===== src/rtl/smvm_result_collector.sv =====
`default_nettype none
// ============================================================================
// smvm_result_collector : buffers SMVM row results in a FIFO tagged by row.
// Revision 1.0
// ============================================================================
module smvm_result_collector #(
    parameter int DEPTH = 16
) (
    input  logic                   clk,
    input  logic                   rst_n,
    input  logic                   start_i,
    input  logic [7:0]             rows_in_i,
    input  logic                   clear_i,
    input  logic                   in_valid_i,
    input  logic [13:0]            data_in_i,
    input  logic                   out_ready_i,
    output logic                   out_valid_o,
    output logic [13:0]            data_out_o,
    output logic [6:0]             row_idx_o,
    output logic [$clog2(DEPTH):0] count_o,
    output logic                   busy_o,
    output logic                   done_o,
    output logic                   overflow_o
);
    localparam int AW = $clog2(DEPTH);

    typedef enum logic [1:0] {
        S_IDLE    = 2'd0,
        S_COLLECT = 2'd1,
        S_DRAIN   = 2'd2,
        S_DONE    = 2'd3
    } state_t;

    state_t        state_q, state_d;
    logic [7:0]    rows_q, rows_d;
    logic [7:0]    rcvd_q, rcvd_d;
    logic          overflow_q, overflow_d;
    logic [AW-1:0] wptr_q, rptr_q;
    logic [AW:0]   count_q;
    logic [20:0]   mem_q [DEPTH];
    logic [20:0]   head;
    logic          full, push, pop, drop;

    assign full = (count_q == (AW+1)'(DEPTH));
    assign pop  = (count_q != '0) && out_ready_i && !clear_i;
    // A full FIFO still accepts a push when the head leaves in the same cycle.
    assign push = (state_q == S_COLLECT) && in_valid_i && !clear_i && (!full || pop);
    assign drop = (state_q == S_COLLECT) && in_valid_i && full && !pop;

    always_comb begin
        state_d    = state_q;
        rows_d     = rows_q;
        rcvd_d     = rcvd_q;
        overflow_d = overflow_q;
        if (clear_i) begin
            state_d    = S_IDLE;
            rcvd_d     = '0;
            overflow_d = 1'b0;
        end else begin
            case (state_q)
                S_IDLE: begin
                    if (start_i) begin
                        if (rows_in_i != 8'd0) begin
                            rows_d     = rows_in_i;
                            rcvd_d     = '0;
                            overflow_d = 1'b0;
                            state_d    = S_COLLECT;
                        end else begin
                            state_d = S_DONE;
                        end
                    end
                end
                S_COLLECT: begin
                    if (in_valid_i) begin
                        rcvd_d = rcvd_q + 8'd1;
                        if (drop) overflow_d = 1'b1;
                        if (rcvd_q + 8'd1 == rows_q) state_d = S_DRAIN;
                    end
                end
                S_DRAIN: if (count_q == '0) state_d = S_DONE;
                S_DONE:  state_d = S_IDLE;
                default: state_d = S_IDLE;
            endcase
        end
    end

    always_ff @(posedge clk or negedge rst_n) begin
        if (!rst_n) begin
            state_q    <= S_IDLE;
            rows_q     <= '0;
            rcvd_q     <= '0;
            overflow_q <= 1'b0;
            wptr_q     <= '0;
            rptr_q     <= '0;
            count_q    <= '0;
        end else begin
            state_q    <= state_d;
            rows_q     <= rows_d;
            rcvd_q     <= rcvd_d;
            overflow_q <= overflow_d;
            if (clear_i) begin
                wptr_q  <= '0;
                rptr_q  <= '0;
                count_q <= '0;
            end else begin
                if (push) wptr_q <= wptr_q + 1'b1;
                if (pop)  rptr_q <= rptr_q + 1'b1;
                case ({push, pop})
                    2'b10:   count_q <= count_q + 1'b1;
                    2'b01:   count_q <= count_q - 1'b1;
                    default: count_q <= count_q;
                endcase
            end
        end
    end

    // Storage needs no reset: the head is masked whenever the FIFO is empty.
    always_ff @(posedge clk) begin
        if (push) mem_q[wptr_q] <= {rcvd_q[6:0], data_in_i};
    end

    assign head        = mem_q[rptr_q];
    assign out_valid_o = (count_q != '0);
    assign data_out_o  = out_valid_o ? head[13:0]  : '0;
    assign row_idx_o   = out_valid_o ? head[20:14] : '0;
    assign count_o     = count_q;
    assign busy_o      = (state_q == S_COLLECT) || (state_q == S_DRAIN);
    assign done_o      = (state_q == S_DONE);
    assign overflow_o  = overflow_q;

endmodule
`default_nettype wire


===== config.mk =====
export PLATFORM = sky130hd
export DESIGN_NAME = smvm_result_collector
export DESIGN_NICKNAME = d
export VERILOG_FILES = /design/src/rtl/smvm_result_collector.sv
export SDC_FILE = /design/constraint.sdc
export NUM_CORES = 1
export LEC_CHECK = 0
export CORE_MARGIN = 1
export CORE_UTILIZATION = 54
export DETAILED_ROUTE_END_ITERATION = 16
export HOLD_SLACK_MARGIN = 0.1
export PLACE_DENSITY = 0.79
export REMOVE_ABC_BUFFERS = 1
export SLEW_MARGIN = 20
export SYNTH_ARGS = -nofsm -noshare
export SYNTH_HDL_FRONTEND = slang
export SYNTH_SLANG_ARGS = --single-unit

===== constraint.sdc =====
create_clock -name clk -period 3.5 [get_ports clk]
set_input_delay 0.525 -clock clk [delete_from_list [all_inputs] [get_ports clk]]
set_output_delay 0.525 -clock clk [all_outputs]
set_load 0.02 [all_outputs]

==> reports/qor.txt, run 1 <==
Final Hold Viols: 0
Min cycle time layout: 3.290 ns
Headroom to the max-slew limit: 32.50%
Largest net degree at the start of global routing: 34
Post-synthesis sequential area ratio: 72.97%
Worst-Margin Slew: 1.009 ns
Post-synthesis adder-cell area fraction: 1.308%
Crit Path Max Fanout: 29
Multiplexer share of the synthesized area: 12.93%
Remaining global-route overflow: 0
Compound-Gate Fraction of Synth Area: 6.296%
Via count: 8259
CTS tree: done
Max Clk Rate: 0.3039 GHz
Max-cap violations: 0
RSZ-0062 raised after global routing: false
TritonCTS Sinks: 368
Detailed placer's ending HPWL: 18.88 mm
Layout cells sized above 1: 16.99%
Worst Setup Slack post-DPL: 0.3591 ns
Cell variety after synth: 55
Synth-to-Final Area Change: 17.13%
CTS Buffer Depth: 3
Mapped Cells: 835
Clk_lat worst skew: 0.51 ns
Critical Path End Type: output pin
EDFF count, synth: 336
Tot GR Track Use: 22.77%
Largest family of logic cells by synthesized area: multiplexers
Worst-path clk slew: 0.06 ns
TritonCTS buffer count: 38
Initial antenna violation count: 0
Main flop type after synthesis: edfxtp_1
Post-route ant nets: 0
Post-synth ARST share: 8.696%
Final setup fails: 0
Synthesized area: 14930 um2
Yosys reg bits: 368
Max Slew Vio Count: 0
Die span in x: 168.3 um
Final worst path period share: 94.00%
Synth Area in XOR/XNOR: 0.9976%
Chip height: 168.3 um
CP Launch Type: flop
Yosys synthesis warning count: 0
CTS root buf: clkbuf_16
Vias in the first global route: 8265
Final Wtd Congestion: 0.7868
Crit path kind: reg -> out
Synth top area share: 67.60%
Synth top area cells: edfxtp_1 (68%), mux4_2 (6.3%), mux2i_1 (5.8%)
First-pass GRT wire length: 48.19 mm
Core area: 27030 um2
Worst Path Required: 2.97 ns
VDD IR-drop max: 0.4414 mV
DR pass1 iterations: 5
Most frequent cells in the layout: edfxtp_1 (336), mux2i_1 (86), buf_4 (51)
Hold Crit Class: reg -> reg
Final wirelength: 31.49 mm
Clock skew: 0.008912 ns
Initial Util: 55.23%
Post-route setup slack: 0.2100 ns
Post-DP Area: 16190 um2
Critical Path AT: 2.77 ns
Number of diodes: 0
Yosys top cell by area: edfxtp_1
Status: completed
Mean routed wirelength per cell: 24.00 um
Fin area: 17480 um2
Post-synthesis simple-gate area fraction: 3.932%
DR DRC count: 0
Io pins: 58
Nets: 989
PwrDens: 677.3 nW/um2
Total die area: 28310 um2
Commonest non-fill, non-tap cell in the layout: edfxtp_1
Rows: 60
Port Buffers: 57
Routed vias/inst: 6.295
Iteration-0 DRC Markers: 823
Mean Syn Cell Area: 17.87 um2
# H-tree levels: 2
Static leakage: 5.937 nW
CTS Hold Bufs: 0
## critical path, stage by stage, from the launching register on
cell and delay [ns]:
dfrtp_4 0.56, buf_12 0.21, mux2i_1 0.17, o221ai_1 0.23, o22ai_1 0.12, a211oi_1 0.28
clkdlybuf4s50_1 0.66
## synth_stat cells (11+ instances only)
master and count:
a211oi_1 21, and2_1 18, buf_2 13, clkbuf_1 29, dfrtp_1 32, edfxtp_1 336
ha_1 14, inv_1 13, mux2_1 11, mux2i_1 86, mux4_2 42, nand2_1 37
nor2_1 17, o221ai_1 42, o22ai_1 21
## routing by layer
metal  vias to the layer above  global-route usage (%)  wire (um)
met4                         0                   7.510        793
met3                        63                   4.325       2492
li1                       3613                       -          -
met2                       364                   37.81      15440
met1                      4219                   30.54      12770
met5                         -                       0          0
## sequential cells by signal (all words and copies together), names as in the netlist
name,count
count_o,5
mem_q,336
overflow_o,1
state_q,2
wptr_q,4
rptr_q,4
rows_q,8
rcvd_q,8
## logic make-up after synthesis
kind of cell / after synthesis
and+or+nand+nor: 112
AOI/OAI and AO/OA: 127
muxes: 139
DFF: 368
xor gates and xnor gates: 17
buffers and inverters: 57
adders and majority gates: 15
## per-stage QoR
stage / util [%] / setup TNS (ns) / total power, mW / hold slack, ns / std cells
floorplan: - / -61.95 / 7.158 / 0.2294 / 792
global placement: 59.91 / 0 / 7.978 / 0.4952 / 1239
detailed placement: 59.91 / 0 / 8.016 / 0.5017 / 1239
CTS: 64.34 / 0 / 11.85 / 0.5147 / 1304
global route: 64.69 / 0 / 12.27 / 0.5305 / 1312
finish: 64.69 / 0 / 11.84 / 0.5104 / 1312
## final timing paths
kind,start,to,slack [ns],cells after the start
hold / removal,rows_q[7],rows_q[7],0.51,1
hold reg to reg,rows_q[7],rows_q[7],0.51,1
setup / recovery,rptr_q[0],row_idx_o[5],0.21,6
max in group asynchronous,rst_n,state_q[0],2.17,2
min in group asynchronous,rst_n,count_o[2],0.57,1
setup reg to reg,count_o[1],count_o[4],0.58,13
## where the power goes
part	switching (mW)	leakage (nW)	total (mW)	internal [mW]
logic	1.53	1.87	2.91	1.37
clock network	1.57	0.587	3.88	2.30
registers	0.140	3.48	5.06	4.92
total	3.24	5.94	11.8	8.60
## what timing repair did
item,CTS,global route
gates resized for setup,7,13
buffers inserted,0,8
setup endpoints to repair,7,14
pin swaps,0,0
endpoints found under the hold margin,0,0
## layout make-up
class                   count  area [um2]
clock buffers              49        1033
clock inverters            16       161.4
fillers                  1787        9543
inverters                  14       52.55
multi-input cells         410        3816
flip-flops and latches    368       10900
well taps                 341       426.7
repair buffers            114        1097
No activity file was read; power rests on OpenSTA's default activity.
==> inputs of run 2 (changes only) <==
SLEW_MARGIN = unset   (was 20)
clock period = 3.8 ns   (was 3.5 ns; I/O delays follow)
==> reports/qor.txt, run 2 (synthesis results as in run 1) <==
DR pass1 iterations: 5
Min cycle time layout: 3.695 ns
Most frequent cells in the layout: edfxtp_1 (336), mux2i_1 (86), clkdlybuf4s50_1 (57)
Core area: 27030 um2
Critical Path AT: 3.13 ns
Post-route ant nets: 0
Initial Util: 55.23%
Clk_lat worst skew: 0.52 ns
Worst-Margin Slew: 1.014 ns
Fillers: 1840
Nets: 971
Final setup fails: 0
Vias in the first global route: 8361
Max FFs per register: 336
DR DRC count: 0
Synth-to-Final Area Change: 15.79%
Max-cap violations: 0
Port Buffers: 57
CTS Hold Bufs: 0
Final worst path period share: 97.25%
Top reg by flops: mem_q
Die span in x: 168.3 um
Iteration-0 DRC Markers: 753
CP Launch Type: flop
TritonCTS Sinks: 368
Via count: 8129
CTS Buffer Depth: 3
Status: completed
Routed vias/inst: 6.268
Headroom to the max-slew limit: 32.17%
Largest regs: mem_q x336, rcvd_q x8, rows_q x8
Crit path kind: reg -> out
Postcts setup bufs: 0
PwrDens: 628.0 nW/um2
Remaining global-route overflow: 0
CTS root buf: clkbuf_16
Largest net degree at the start of global routing: 50
Mean routed wirelength per cell: 24.75 um
Io pins: 58
Clock skew: 0.01437 ns
Crit Path Max Fanout: 27
Chip height: 168.3 um
Detailed placer's ending HPWL: 18.42 mm
RSZ-0062 raised after global routing: false
Critical Path End Type: output pin
Rows: 60
Initial antenna violation count: 0
CTS tree: done
Tot GR Track Use: 23.28%
Power Total: 10.85 mW
Total die area: 28310 um2
Final Hold Viols: 0
Worst hold slack: 0.5023 ns
Worst-path clk slew: 0.06 ns
Worst Path Required: 3.23 ns
Final Wtd Congestion: 0.7794
Final wirelength: 32.10 mm
Max Clk Rate: 0.2706 GHz
First-pass GRT wire length: 48.97 mm
Hold Crit Class: reg -> reg
TritonCTS buffer count: 37
Number of diodes: 0
Static leakage: 5.674 nW
# H-tree levels: 2
Post-layout util: 63.94%
Commonest non-fill, non-tap cell in the layout: edfxtp_1
Max Slew Vio Count: 0
VDD IR-drop max: 0.3754 mV
Layout cells sized above 1: 15.17%
-- run 2: critical path: stages, from the launching register on --
cell and delay [ns]:
dfrtp_2 0.40, nand2b_2 0.38, buf_6 0.31, o221ai_1 0.29, o22ai_1 0.13, a211oi_1 0.29
buf_4 0.19, clkdlybuf4s50_1 0.60
-- run 2: final cells by class --
class	instances	area [um2]	share of cell area, %
clock buffer	53	1049	6.067
clock inverter	14	143.9	0.8326
inverter	14	52.55	0.3041
sequential	368	10900	63.05
multi-input combinational	410	3804	22.01
tap	341	426.7	2.469
timing repair buffer	97	910.9	5.271
-- run 2: stage by stage --
| stage | instance area [um2] | setup TNS [ns] | instances | worst slack [ns] |
|---|---|---|---|---|
| 6_report | 17280 | 0 | 1297 | 0.1047 |
| 3_3_place_gp | 16070 | 0 | 1230 | 0.6534 |
| 4_1_cts | 17270 | 0 | 1297 | 0.07120 |
| 5_1_grt | 17280 | 0 | 1297 | 0.01915 |
| 3_5_place_dp | 16070 | 0 | 1230 | 0.6016 |
| 2_1_floorplan | 14740 | -55.40 | 792 | -2.378 |
-- run 2: metal layers --
layer	global-route usage, %	wire length [um]
met3	4.278	2382
met4	8.458	850
met5	0	0
met2	39.64	16220
met1	30.07	12650
-- run 2: path summary, 6_finish.rpt --
path / startpoint / to / slack (ns) / depth (start not counted)
max in group asynchronous: rst_n / rcvd_q[7] / 2.43 / 2
hold / removal: rows_q[7] / rows_q[7] / 0.50 / 1
setup / recovery: rptr_q[1] / row_idx_o[4] / 0.10 / 7
hold reg to reg: rows_q[7] / rows_q[7] / 0.50 / 1
min in group asynchronous: rst_n / count_o[3] / 0.60 / 1
setup reg to reg: count_o[1] / count_o[4] / 0.89 / 13
-- run 2: where the power goes --
group          leakage, nW  switching [mW]  internal, mW
combinational         1.61            1.39          1.22
sequential            3.48           0.134          4.53
clock                0.586            1.45          2.13
-- run 2: repair_timing --
| action | in CTS | in global routing |
|---|---|---|
| hold endpoints to repair | 0 | 0 |
| setup endpoints to repair | 0 | 2 |
| gates resized for setup | 0 | 3 |
==> inputs of run 3 (changes only) <==
CORE_MARGIN = 2   (was 1)
SLEW_MARGIN = 20   (was unset)
==> reports/qor.txt, run 3 (synthesis results as in run 1) <==
Status: completed
Min cycle time layout: 3.662 ns
Max-cap violations: 0
Initial Util: 55.23%
Multi-input logic area: 3804 um2
Final setup fails: 0
Headroom to the max-slew limit: 39.01%
TritonCTS Sinks: 368
Register area: 10900 um2
Final Wtd Congestion: 0.7801
CTS Buffer Depth: 3
CTS-repair resized insts: 0
DR pass1 iterations: 6
Post-layout util: 64.12%
CTS tree: done
Initial antenna violation count: 0
TritonCTS buffer count: 38
Final wirelength: 31.61 mm
Most frequent cells in the layout: edfxtp_1 (336), mux2i_1 (86), clkdlybuf4s50_1 (56)
Critical Path End Type: output pin
CP Launch Type: flop
Fillers: 1815
Met3 usage: 3.395%
Worst Path Required: 3.23 ns
Tot GR Track Use: 22.32%
Detailed placer's ending HPWL: 18.69 mm
Worst hold slack: 0.5160 ns
RSZ-0062 raised after global routing: false
Iteration-0 DRC Markers: 710
VDD IR-drop max: 0.3678 mV
Crit path kind: reg -> out
M1 GR Usage: 30.22%
Via count: 8210
Top reg by flops: mem_q
Worst-Margin Slew: 0.9106 ns
Grt peak-use layer: met2
Synth-to-Final Area Change: 16.10%
PwrDens: 622.4 nW/um2
Final worst path period share: 96.36%
Non-Filler Instances: 1305
Vias in the first global route: 8390
Final TNS setup: 0 ns
Nets: 979
Static leakage: 5.696 nW
Layout cells sized above 1: 16.18%
Chip height: 170.3 um
Routed vias/inst: 6.291
Remaining global-route overflow: 0
Largest net degree at the start of global routing: 36
Post-route ant nets: 0
DR DRC count: 0
Port Buffers: 57
Mean routed wirelength per cell: 24.22 um
Die span in x: 170.3 um
Post-DP Area: 16120 um2
Hold Crit Class: reg -> reg
Total die area: 28990 um2
Critical Path AT: 3.09 ns
Largest regs: mem_q x336, rcvd_q x8, rows_q x8
Clk_lat worst skew: 0.52 ns
Placed Instances: 1235
CTS root buf: clkbuf_16
Io pins: 58
Worst-path clk slew: 0.06 ns
Crit Path Max Fanout: 35
Fin area: 17330 um2
Max FFs per register: 336
Number of diodes: 0
Commonest non-fill, non-tap cell in the layout: edfxtp_1
Max Slew Vio Count: 0
Rows: 60
Core area: 27030 um2
Final Hold Viols: 0
# H-tree levels: 2
Met2 Usage GRT: 37.86%
First-pass GRT wire length: 48.15 mm
Clock skew: 0.01346 ns
Max Clk Rate: 0.2731 GHz
## run 3: area by class of cell
type	count	share of cell area, %
clock buffers	44	5.740
clock inverters	24	1.025
inverters	14	0.3032
multi-input cells	410	21.95
flip-flops and latches	368	62.87
well taps	341	2.462
repair buffers	104	5.646
## run 3: path summary, 6_finish.rpt
| check | startpoint | to | slack (ns) | depth (start not counted) |
|---|---|---|---|---|
| max | rptr_q[0] | data_out_o[6] | 0.14 | 6 |
| max in group asynchronous | rst_n | state_q[1] | 2.66 | 3 |
| min reg2reg | rows_q[1] | rows_q[1] | 0.52 | 1 |
| min in group asynchronous | rst_n | count_o[3] | 0.58 | 2 |
| min | rows_q[1] | rows_q[1] | 0.52 | 1 |
| max reg2reg | count_o[1] | count_o[4] | 0.91 | 13 |
## run 3: repair_timing
action,in CTS,in global routing
endpoints found under the hold margin,0,21
endpoints found under the setup margin,0,11
hold buffers,0,1
buffers inserted,0,1
## run 3: stage by stage
stage / total power, mW / setup slack (ns)
final: 10.79 / 0.1383
after global routing: 11.20 / 0.02491
after CTS: 10.80 / 0.01010
after detailed placement: 7.358 / 0.5366
after global placement: 7.301 / 0.5890
after floorplan: 6.653 / -2.378
## run 3: routing by layer
metal	wire (um)	part of all wire, %	vias to the layer above
met2	15690	50	372
met1	12670	40	4186
met4	702	2.2	0
li1	-	-	3600
met5	0	0	-
met3	2539	8.0	52
## run 3: critical path, cell delays in order (launching register included)
cell	delay (ns)
dfrtp_4	0.63
buf_12	0.30
mux2i_1	0.13
o221ai_1	0.29
o22ai_1	0.14
a211oi_1	0.37
clkdlybuf4s50_1	0.68
## run 3: report_power, final
group	switching, mW	internal (mW)
registers	0.138	4.53
logic	1.38	1.26
clock network	1.46	2.02
